--- src/rtl/instr_sequencer.sv ---
// Multi-cycle instruction sequencer: fetches a 16-bit word, drives the ALU and
// register-file read ports, then writes back and advances or redirects pc.
module instr_sequencer (
    input  logic        clk,
    input  logic        rst_n,
    output logic        fetch_req,
    output logic [15:0] pc,
    input  logic        instr_valid,
    input  logic [15:0] instr,
    output logic [2:0]  rd_addr_a,
    output logic [2:0]  rd_addr_b,
    input  logic [15:0] rd_data_a,
    output logic [4:0]  alu_op,
    input  logic [15:0] alu_result,
    input  logic        flag_gt,
    input  logic        flag_lt,
    input  logic        flag_eq,
    output logic        wr_en,
    output logic [2:0]  wr_addr,
    output logic [15:0] wr_data,
    output logic        halted,
    input  logic        resume,
    output logic [15:0] retired
);

    localparam logic [4:0] OP_ADD  = 5'd1;
    localparam logic [4:0] OP_ADC  = 5'd2;
    localparam logic [4:0] OP_SUB  = 5'd3;
    localparam logic [4:0] OP_SDC  = 5'd4;
    localparam logic [4:0] OP_SBB  = 5'd5;
    localparam logic [4:0] OP_AND  = 5'd6;
    localparam logic [4:0] OP_OR   = 5'd7;
    localparam logic [4:0] OP_XOR  = 5'd8;
    localparam logic [4:0] OP_NOT  = 5'd9;
    localparam logic [4:0] OP_SHFT = 5'd10;
    localparam logic [4:0] OP_MOV  = 5'd11;
    localparam logic [4:0] OP_JMP  = 5'd12;
    localparam logic [4:0] OP_JGO  = 5'd13;
    localparam logic [4:0] OP_JLO  = 5'd14;
    localparam logic [4:0] OP_JEO  = 5'd15;
    localparam logic [4:0] OP_HLT  = 5'd16;
    localparam logic [4:0] OP_RST  = 5'd17;
    localparam logic [4:0] OP_SETH = 5'd18;
    localparam logic [4:0] OP_SETL = 5'd19;

    typedef enum logic [2:0] {
        IDLE,
        FETCH,
        EXEC,
        WB,
        HALT
    } state_t;

    state_t      state, state_d;
    logic [15:0] ir;
    logic [15:0] alu_q;
    logic [15:0] rda_q;
    logic        gt_q, lt_q, eq_q;
    logic [15:0] pc_wb;
    logic [4:0]  op;
    logic [15:0] pc_inc;

    assign op     = ir[15:11];
    assign pc_inc = pc + 16'd1;

    always_ff @(posedge clk or negedge rst_n) begin
        if (!rst_n) state <= IDLE;
        else        state <= state_d;
    end

    always_comb begin
        state_d = state;
        case (state)
            IDLE:    state_d = FETCH;
            FETCH:   if (instr_valid) state_d = EXEC;
            EXEC:    state_d = (op == OP_HLT) ? HALT : WB;
            WB:      state_d = FETCH;
            HALT:    if (resume) state_d = FETCH;
            default: state_d = IDLE;
        endcase
    end

    always_comb begin
        fetch_req = (state == FETCH);
        halted    = (state == HALT);
        rd_addr_a = ir[10:8];
        rd_addr_b = '0;
        alu_op    = '0;
        wr_en     = 1'b0;
        wr_addr   = '0;
        wr_data   = '0;
        if (state == EXEC) begin
            rd_addr_b = ir[7:5];
            alu_op    = op;
        end
        if (state == WB) begin
            case (op)
                OP_ADD, OP_ADC, OP_SUB, OP_SDC, OP_SBB,
                OP_AND, OP_OR, OP_XOR, OP_NOT, OP_SHFT: begin
                    wr_en   = 1'b1;
                    wr_addr = ir[4:2];
                    wr_data = alu_q;
                end
                OP_MOV: begin
                    wr_en   = 1'b1;
                    wr_addr = ir[4:2];
                    wr_data = rda_q;
                end
                OP_SETH: begin
                    wr_en   = 1'b1;
                    wr_addr = ir[10:8];
                    wr_data = {ir[7:0], rda_q[7:0]};
                end
                OP_SETL: begin
                    wr_en   = 1'b1;
                    wr_addr = ir[10:8];
                    wr_data = {rda_q[15:8], ir[7:0]};
                end
                default: ;
            endcase
        end
    end

    // Branch decisions use the flags captured at the end of EXEC, not the live ones
    always_comb begin
        pc_wb = pc_inc;
        case (op)
            OP_JMP:  pc_wb = rda_q;
            OP_JGO:  pc_wb = gt_q ? rda_q : pc_inc;
            OP_JLO:  pc_wb = lt_q ? rda_q : pc_inc;
            OP_JEO:  pc_wb = eq_q ? rda_q : pc_inc;
            OP_RST:  pc_wb = '0;
            default: pc_wb = pc_inc;
        endcase
    end

    always_ff @(posedge clk or negedge rst_n) begin
        if (!rst_n) begin
            pc      <= '0;
            ir      <= '0;
            retired <= '0;
            alu_q   <= '0;
            rda_q   <= '0;
            gt_q    <= 1'b0;
            lt_q    <= 1'b0;
            eq_q    <= 1'b0;
        end else begin
            case (state)
                FETCH: if (instr_valid) ir <= instr;
                EXEC: begin
                    alu_q <= alu_result;
                    rda_q <= rd_data_a;
                    gt_q  <= flag_gt;
                    lt_q  <= flag_lt;
                    eq_q  <= flag_eq;
                    if (op == OP_HLT) retired <= retired + 16'd1;
                end
                WB: begin
                    pc      <= pc_wb;
                    retired <= retired + 16'd1;
                end
                HALT: if (resume) pc <= pc_inc;
                default: ;
            endcase
        end
    end

endmodule

--- config.mk ---
export PLATFORM = sky130hd
export DESIGN_NAME = instr_sequencer
export DESIGN_NICKNAME = d
export VERILOG_FILES = /design/src/rtl/instr_sequencer.sv
export SDC_FILE = /design/constraint.sdc
export NUM_CORES = 1
export LEC_CHECK = 0
export BUFFER_PORTS_ARGS = -buffer_cell sky130_fd_sc_hd__buf_2
export CAP_MARGIN = 5
export CORE_MARGIN = 10
export CORE_UTILIZATION = 55
export CTS_BUF_LIST = sky130_fd_sc_hd__clkbuf_2 sky130_fd_sc_hd__clkbuf_4 sky130_fd_sc_hd__clkbuf_8
export DETAILED_ROUTE_END_ITERATION = 10
export GPL_TIMING_DRIVEN = 0
export MAX_ROUTING_LAYER = met4
export PLACE_DENSITY = 0.83
export SLEW_MARGIN = 20
export SYNTH_ARGS = -nofsm -noshare
export SYNTH_HDL_FRONTEND = slang
export SYNTH_SLANG_ARGS = --single-unit
--- constraint.sdc ---
create_clock -name clk -period 2.71 [get_ports clk]
set_clock_uncertainty 0.2 [all_clocks]
set_input_delay 0.271 -clock clk [delete_from_list [all_inputs] [get_ports clk]]
set_output_delay 0.271 -clock clk [all_outputs]
set_load 0.02 [all_outputs]
# Word-level counts from Yosys, hierarchy flattened
# Index checks and enable logic that the tools add are counted.
# totals
mem_bits_ro	0
latchBits	0
ramBits	0
n_memories	0
inputBits	55
reg_bits	86
# classes
add_sub_neg	2
multipliers	0
n_lt_le_gt_ge	0
n_eq_ne	26
muxes	20
bitwise_logic	0
shift	0
div_mod_pow	0
n_reduce_logical	12
# ops
op	count
two-way mux 16 bit	6
one-hot mux 16 bit (5 select lines)	1
one-hot mux 16 bit (2 select lines)	2
one-hot mux 16 bit (4 select lines)	1
== test 5 x 4 -> 1 bit, second input constant	8
adder 16 x 1 -> 16 bit, second input constant	2
== test 5 x 3 -> 1 bit, second input constant	4
== test 5 bit, second input constant	4
two-way mux 3 bit	5
OR reduction 13 bit	1
one-hot mux 3 bit (4 select lines)	1
OR reduction 11 bit	1
== test 5 x 2 -> 1 bit, second input constant	2
OR reduction 10 bit	1
AND reduction 2 bit	4
== test 3 x 2 -> 1 bit, second input constant	2
!= test 2 x 1 -> 1 bit, second input constant	3
one-hot mux 3 bit (2 select lines)	1
== test 5 x 1 -> 1 bit, second input constant	1
two-way mux 5 bit	1
nonzero test 2 bit	2
OR reduction 2 bit	2
== test 3 x 1 -> 1 bit, second input constant	1
== test 3 bit, second input constant	1
other kinds (2)	3

# Longest topological paths before layout
# depth
depth_word	4
ltp_mapped	7
mapped_depth_nobuf	5

# Worst setup path before layout
# No wires, ideal clock.
# synth_path
path_type	flip-flop to output port
startpoint	reg ir[12]
endpoint	out wr_data[10]
stages_incl_launch_ff	7
arrival_ps	1714
slack_ps	525
required_ps	2239
n_path_buf	2
cell_sequence	dfrtp_1 buf_6 a21o_1 a211oi_2 buf_2 a222oi_1 nor2_1
# synth_between
elab_chain_cells	4
# synth_lines
element	line_no	text
start: declaration	55	logic [15:0] ir;
start signal: assignment	149	FETCH: if (instr_valid) ir <= instr;
== test 5 x 1 -> 1 bit, or another cell as far along	97	case (op)
OR reduction 10 bit	--	
one-hot mux 16 bit (4 select lines) (*)	97	
two-way mux 16 bit (*)	96	if (state == WB) begin
end: declaration	20	output logic [15:0] wr_data,
# Every way passes the cells marked *; elsewhere a longest branch is shown, timed or not.

# Final worst setup path
# layout_path
startpoint	reg ir[14]
endpoint	out wr_data[2]
# Same word-level chain as after synthesis.

==> flow_metrics.tcl <==
set metrics [dict create \
    effective_utilization_at_floorplan_pct 56.32 \
    ant_diodes 0 \
    reg2reg_depth 8 \
    yosys_register_bits 86 \
    period_needed_ns 2.809 \
    timing.final.setup_violations 11 \
    final_nets 672 \
    postSynthAreaPerCell_um2 11.26 \
    cts_root_buf "sky130_fd_sc_hd__clkbuf_8" \
    yosysUniqueCellTypes 58 \
    core.rowCount 33 \
    dp_hpwl_um 10210 \
    route.vias.total 4811 \
    final_common_cell "sky130_fd_sc_hd__buf_2" \
    max-cap-violations 0 \
    die-height_um 111.5 \
    most_used_dff_post_synth "sky130_fd_sc_hd__dfrtp_1" \
    setup.worst_path.class "reg2out" \
    yosys_warnings 0 \
    sequential_cell_area_fraction_in_the_yosys_report_pct 46.74 \
    mostFrequentLayoutCells "sky130_fd_sc_hd__buf_2 (120), sky130_fd_sc_hd__dfrtp_1 (85), sky130_fd_sc_hd__mux2_2 (53), sky130_fd_sc_hd__dlygate4sd3_1 (53), sky130_fd_sc_hd__buf_4 (24)" \
    ioPinCount 120 \
    ctsHtreeMaxLevel 3 \
    failed_checks "setup timing" \
    grt_antenna_before_repair 0 \
    route.detailed.drc 0 \
    fin_crit_sh_pct 103.6 \
    layout-area-overhead-vs-synth_pct 40.00 \
    rsz0062_at_grt "true" \
    tritoncts "done" \
    min_path_type "in2reg" \
    hold_depth 4 \
    tightest_slew_ns 0.5482 \
    grt_pass1_vias 4620 \
    postSynthNetCount 466 \
    grt_first_pass_wirelength_um 24800 \
    drt_iter0_drc 595 \
    p_per_area_nw_per_um2 1173 \
    post_placement_cell_count 634 \
    multi_input_comb_area_um2 2317 \
    timing.fmax_ghz 0.3560 \
    fillers 471 \
    insertion_delay_to_the_later_sink_of_the_worst_skew_pair_ns 0.38 \
    synth_enable_flop_cells 0 \
    timing.slew.headroom_pct 63.45 \
    worst_slack_ns -0.09884 \
    detail-route-antenna-nets 0 \
    post_synth_instance_area_um2 4604 \
    die-area_um2 12430 \
    globalRouteOverflowTotal 0 \
    max_slew_violations 0 \
    cp-start-kind "flip-flop" \
    area_of_the_core_region_um2 8175 \
    finalNonFillerCells 725 \
    buffer_ports.inserted 119 \
    synth_instances 409 \
    globalplace.congestion 0.9438 \
    groute.usage.overall_pct 25.04 \
    number_of_hold_violations_in_the_final_report 0 \
    layout.area.seq_um2 2153 \
    holdWs_ns 0.05934 \
    cts_sinks 86 \
    highest_net_fanout_along_the_worst_path 7 \
    worst_ir_drop_vdd_mv 0.6525 \
    floorplan.die.width_um 111.5 \
    clkTransAtPathRegs_ns 0.11 \
    outcome "finished with violations" \
    timing.critical_path.to_type "primary output" \
    drt-pass1-iter-count 6 \
    vias_cell 6.636 \
    arrival_ns 2.34 \
    p_leak_nw 2.859 \
    pin_count_of_the_biggest_net_entering_global_routing 51 \
    routedWlPerCell_um 24.92 \
    async_reset_ff_share_pct 100.0 \
    cts-root-to-sink-buffers 2 \
    cts_buffers 9 \
    final_layout_size_suffix_gt1_share_pct 43.23 \
    wirelength_um 18070 \
    timing.critical_path.required_ns 2.24 \
]
==> final cells by class <==
| type | count | area share, % |
|---|---|---|
| sequential | 86 | 33.40 |
| multi-input combinational | 287 | 35.95 |
| inverter | 5 | 0.2911 |
| buffer | 30 | 3.300 |
| clock inverter | 7 | 0.8734 |
| clock buffer | 9 | 1.922 |
| tap | 105 | 2.038 |
| timing repair buffer | 196 | 22.22 |
==> layer usage <==
layer	wire (um)	part of all wire [%]	global-route usage, %	vias up
met3	1880	10	5.207	101
met5	0	0	-	-
met2	8654	48	40.02	420
met4	1113	6.2	12.34	0
li1	-	-	-	1967
met1	6421	36	29.47	2323
==> through the flow <==
step | setup TNS (ns) | utilization (%) | setup slack [ns] | power [mW] | area (um2)
2_1_floorplan | 0 | - | 0.5246 | 4.738 | 4604
3_3_place_gp | 0 | 65.21 | 0.2144 | 5.621 | 5331
3_5_place_dp | 0 | 65.58 | 0.2035 | 5.757 | 5361
4_1_cts | 0 | 74.73 | 0.002494 | 6.725 | 6110
5_1_grt | -1.114 | 78.85 | -0.1726 | 7.838 | 6446
6_report | -0.3983 | 78.85 | -0.09884 | 7.561 | 6446
==> state kept, by name (all words and copies together) (netlist names) <==
signal / flops
alu_q: 16
ir: 16
pc: 16
rda_q: 16
retired: 16
state: 3
eq_q: 1
gt_q: 1
lt_q: 1
==> repair_timing <==
item / CTS / global route
setup endpoints to repair: 17 / 19
setup buffers: 2 / 19
pin swaps: 2 / 22
gates resized for setup: 4 / 50
cloned: 0 / 2
hold buffers: 53 / 0
endpoints found under the hold margin: 88 / 0
==> worst paths after layout <==
check,slack [ns],endpoint,from
worst min-delay path,0.06,state[1],instr_valid
max in group asynchronous,1.45,pc[3],rst_n
worst max register to register,0.20,pc[12],ir[14]
min in group asynchronous,0.20,state[1],rst_n
worst min register to register,0.27,retired[15],retired[15]
worst max-delay path,-0.1,wr_data[2],ir[14]
==> critical path, stage by stage (launching register included) <==
cell	delay (ns)
sky130_fd_sc_hd__dfrtp_1	0.45
sky130_fd_sc_hd__buf_6	0.17
sky130_fd_sc_hd__nor4_4	0.26
sky130_fd_sc_hd__buf_4	0.19
sky130_fd_sc_hd__a211oi_4	0.07
sky130_fd_sc_hd__buf_4	0.18
sky130_fd_sc_hd__a222oi_1	0.42
sky130_fd_sc_hd__nor2_2	0.08
sky130_fd_sc_hd__buf_6	0.15
==> where the power goes <==
part / internal, mW / leakage, nW / switching, mW
Combinational: 1.84 / 1.76 / 2.29
Clock: 0.345 / 0.0842 / 0.540
Sequential: 1.83 / 1.01 / 0.713
Total: 4.02 / 2.86 / 3.54
==> cell usage after synthesis (2+ instances only) <==
master	n	share of area [%]
sky130_fd_sc_hd__a2111oi_0	4	0.76
sky130_fd_sc_hd__a211oi_1	2	0.33
sky130_fd_sc_hd__a211oi_2	3	0.82
sky130_fd_sc_hd__a21oi_1	12	1.3
sky130_fd_sc_hd__a222oi_1	16	3.5
sky130_fd_sc_hd__a22oi_1	5	0.82
sky130_fd_sc_hd__a32oi_1	14	2.7
sky130_fd_sc_hd__and2_1	10	1.4
sky130_fd_sc_hd__and3_1	5	0.68
sky130_fd_sc_hd__and3b_1	2	0.38
sky130_fd_sc_hd__and4bb_2	2	0.54
sky130_fd_sc_hd__buf_2	15	1.6
sky130_fd_sc_hd__buf_4	6	0.98
sky130_fd_sc_hd__buf_6	4	0.98
sky130_fd_sc_hd__clkbuf_1	4	0.33
sky130_fd_sc_hd__dfrtp_1	86	47
sky130_fd_sc_hd__ha_1	2	0.54
sky130_fd_sc_hd__inv_1	5	0.41
sky130_fd_sc_hd__mux2_2	53	13
sky130_fd_sc_hd__mux2i_1	7	1.5
sky130_fd_sc_hd__nand2_1	15	1.2
sky130_fd_sc_hd__nand2b_1	2	0.27
sky130_fd_sc_hd__nand3_1	11	1.2
sky130_fd_sc_hd__nand3b_1	3	0.49
sky130_fd_sc_hd__nand4_1	15	2.0
sky130_fd_sc_hd__nor2_1	26	2.1
sky130_fd_sc_hd__nor2_2	2	0.27
sky130_fd_sc_hd__nor2b_1	2	0.27
sky130_fd_sc_hd__nor3_1	4	0.43
sky130_fd_sc_hd__nor4_1	5	0.68
sky130_fd_sc_hd__o211ai_1	2	0.33
sky130_fd_sc_hd__o21a_1	5	0.82
sky130_fd_sc_hd__o21ai_0	15	1.6
sky130_fd_sc_hd__o21ai_1	5	0.54
sky130_fd_sc_hd__o31ai_1	2	0.33
sky130_fd_sc_hd__or3b_1	2	0.38
sky130_fd_sc_hd__xnor2_1	15	2.9
==> cells by family (layout without fill, tap and decap cells) <==
family                     count (synthesis)  after routing  synth area share [%]
adders and majority gates                  2              2                0.5434
DFF                                       86             86                 46.74
and+or+nand+nor                          116            116                 14.89
AOI/OAI and AO/OA                         92             92                 15.24
xor gates and xnor gates                  16             16                 3.044
buffers and inverters                     36            247                 4.728
muxes                                     61             61                 14.81
(Power assumes the default switching activity.)
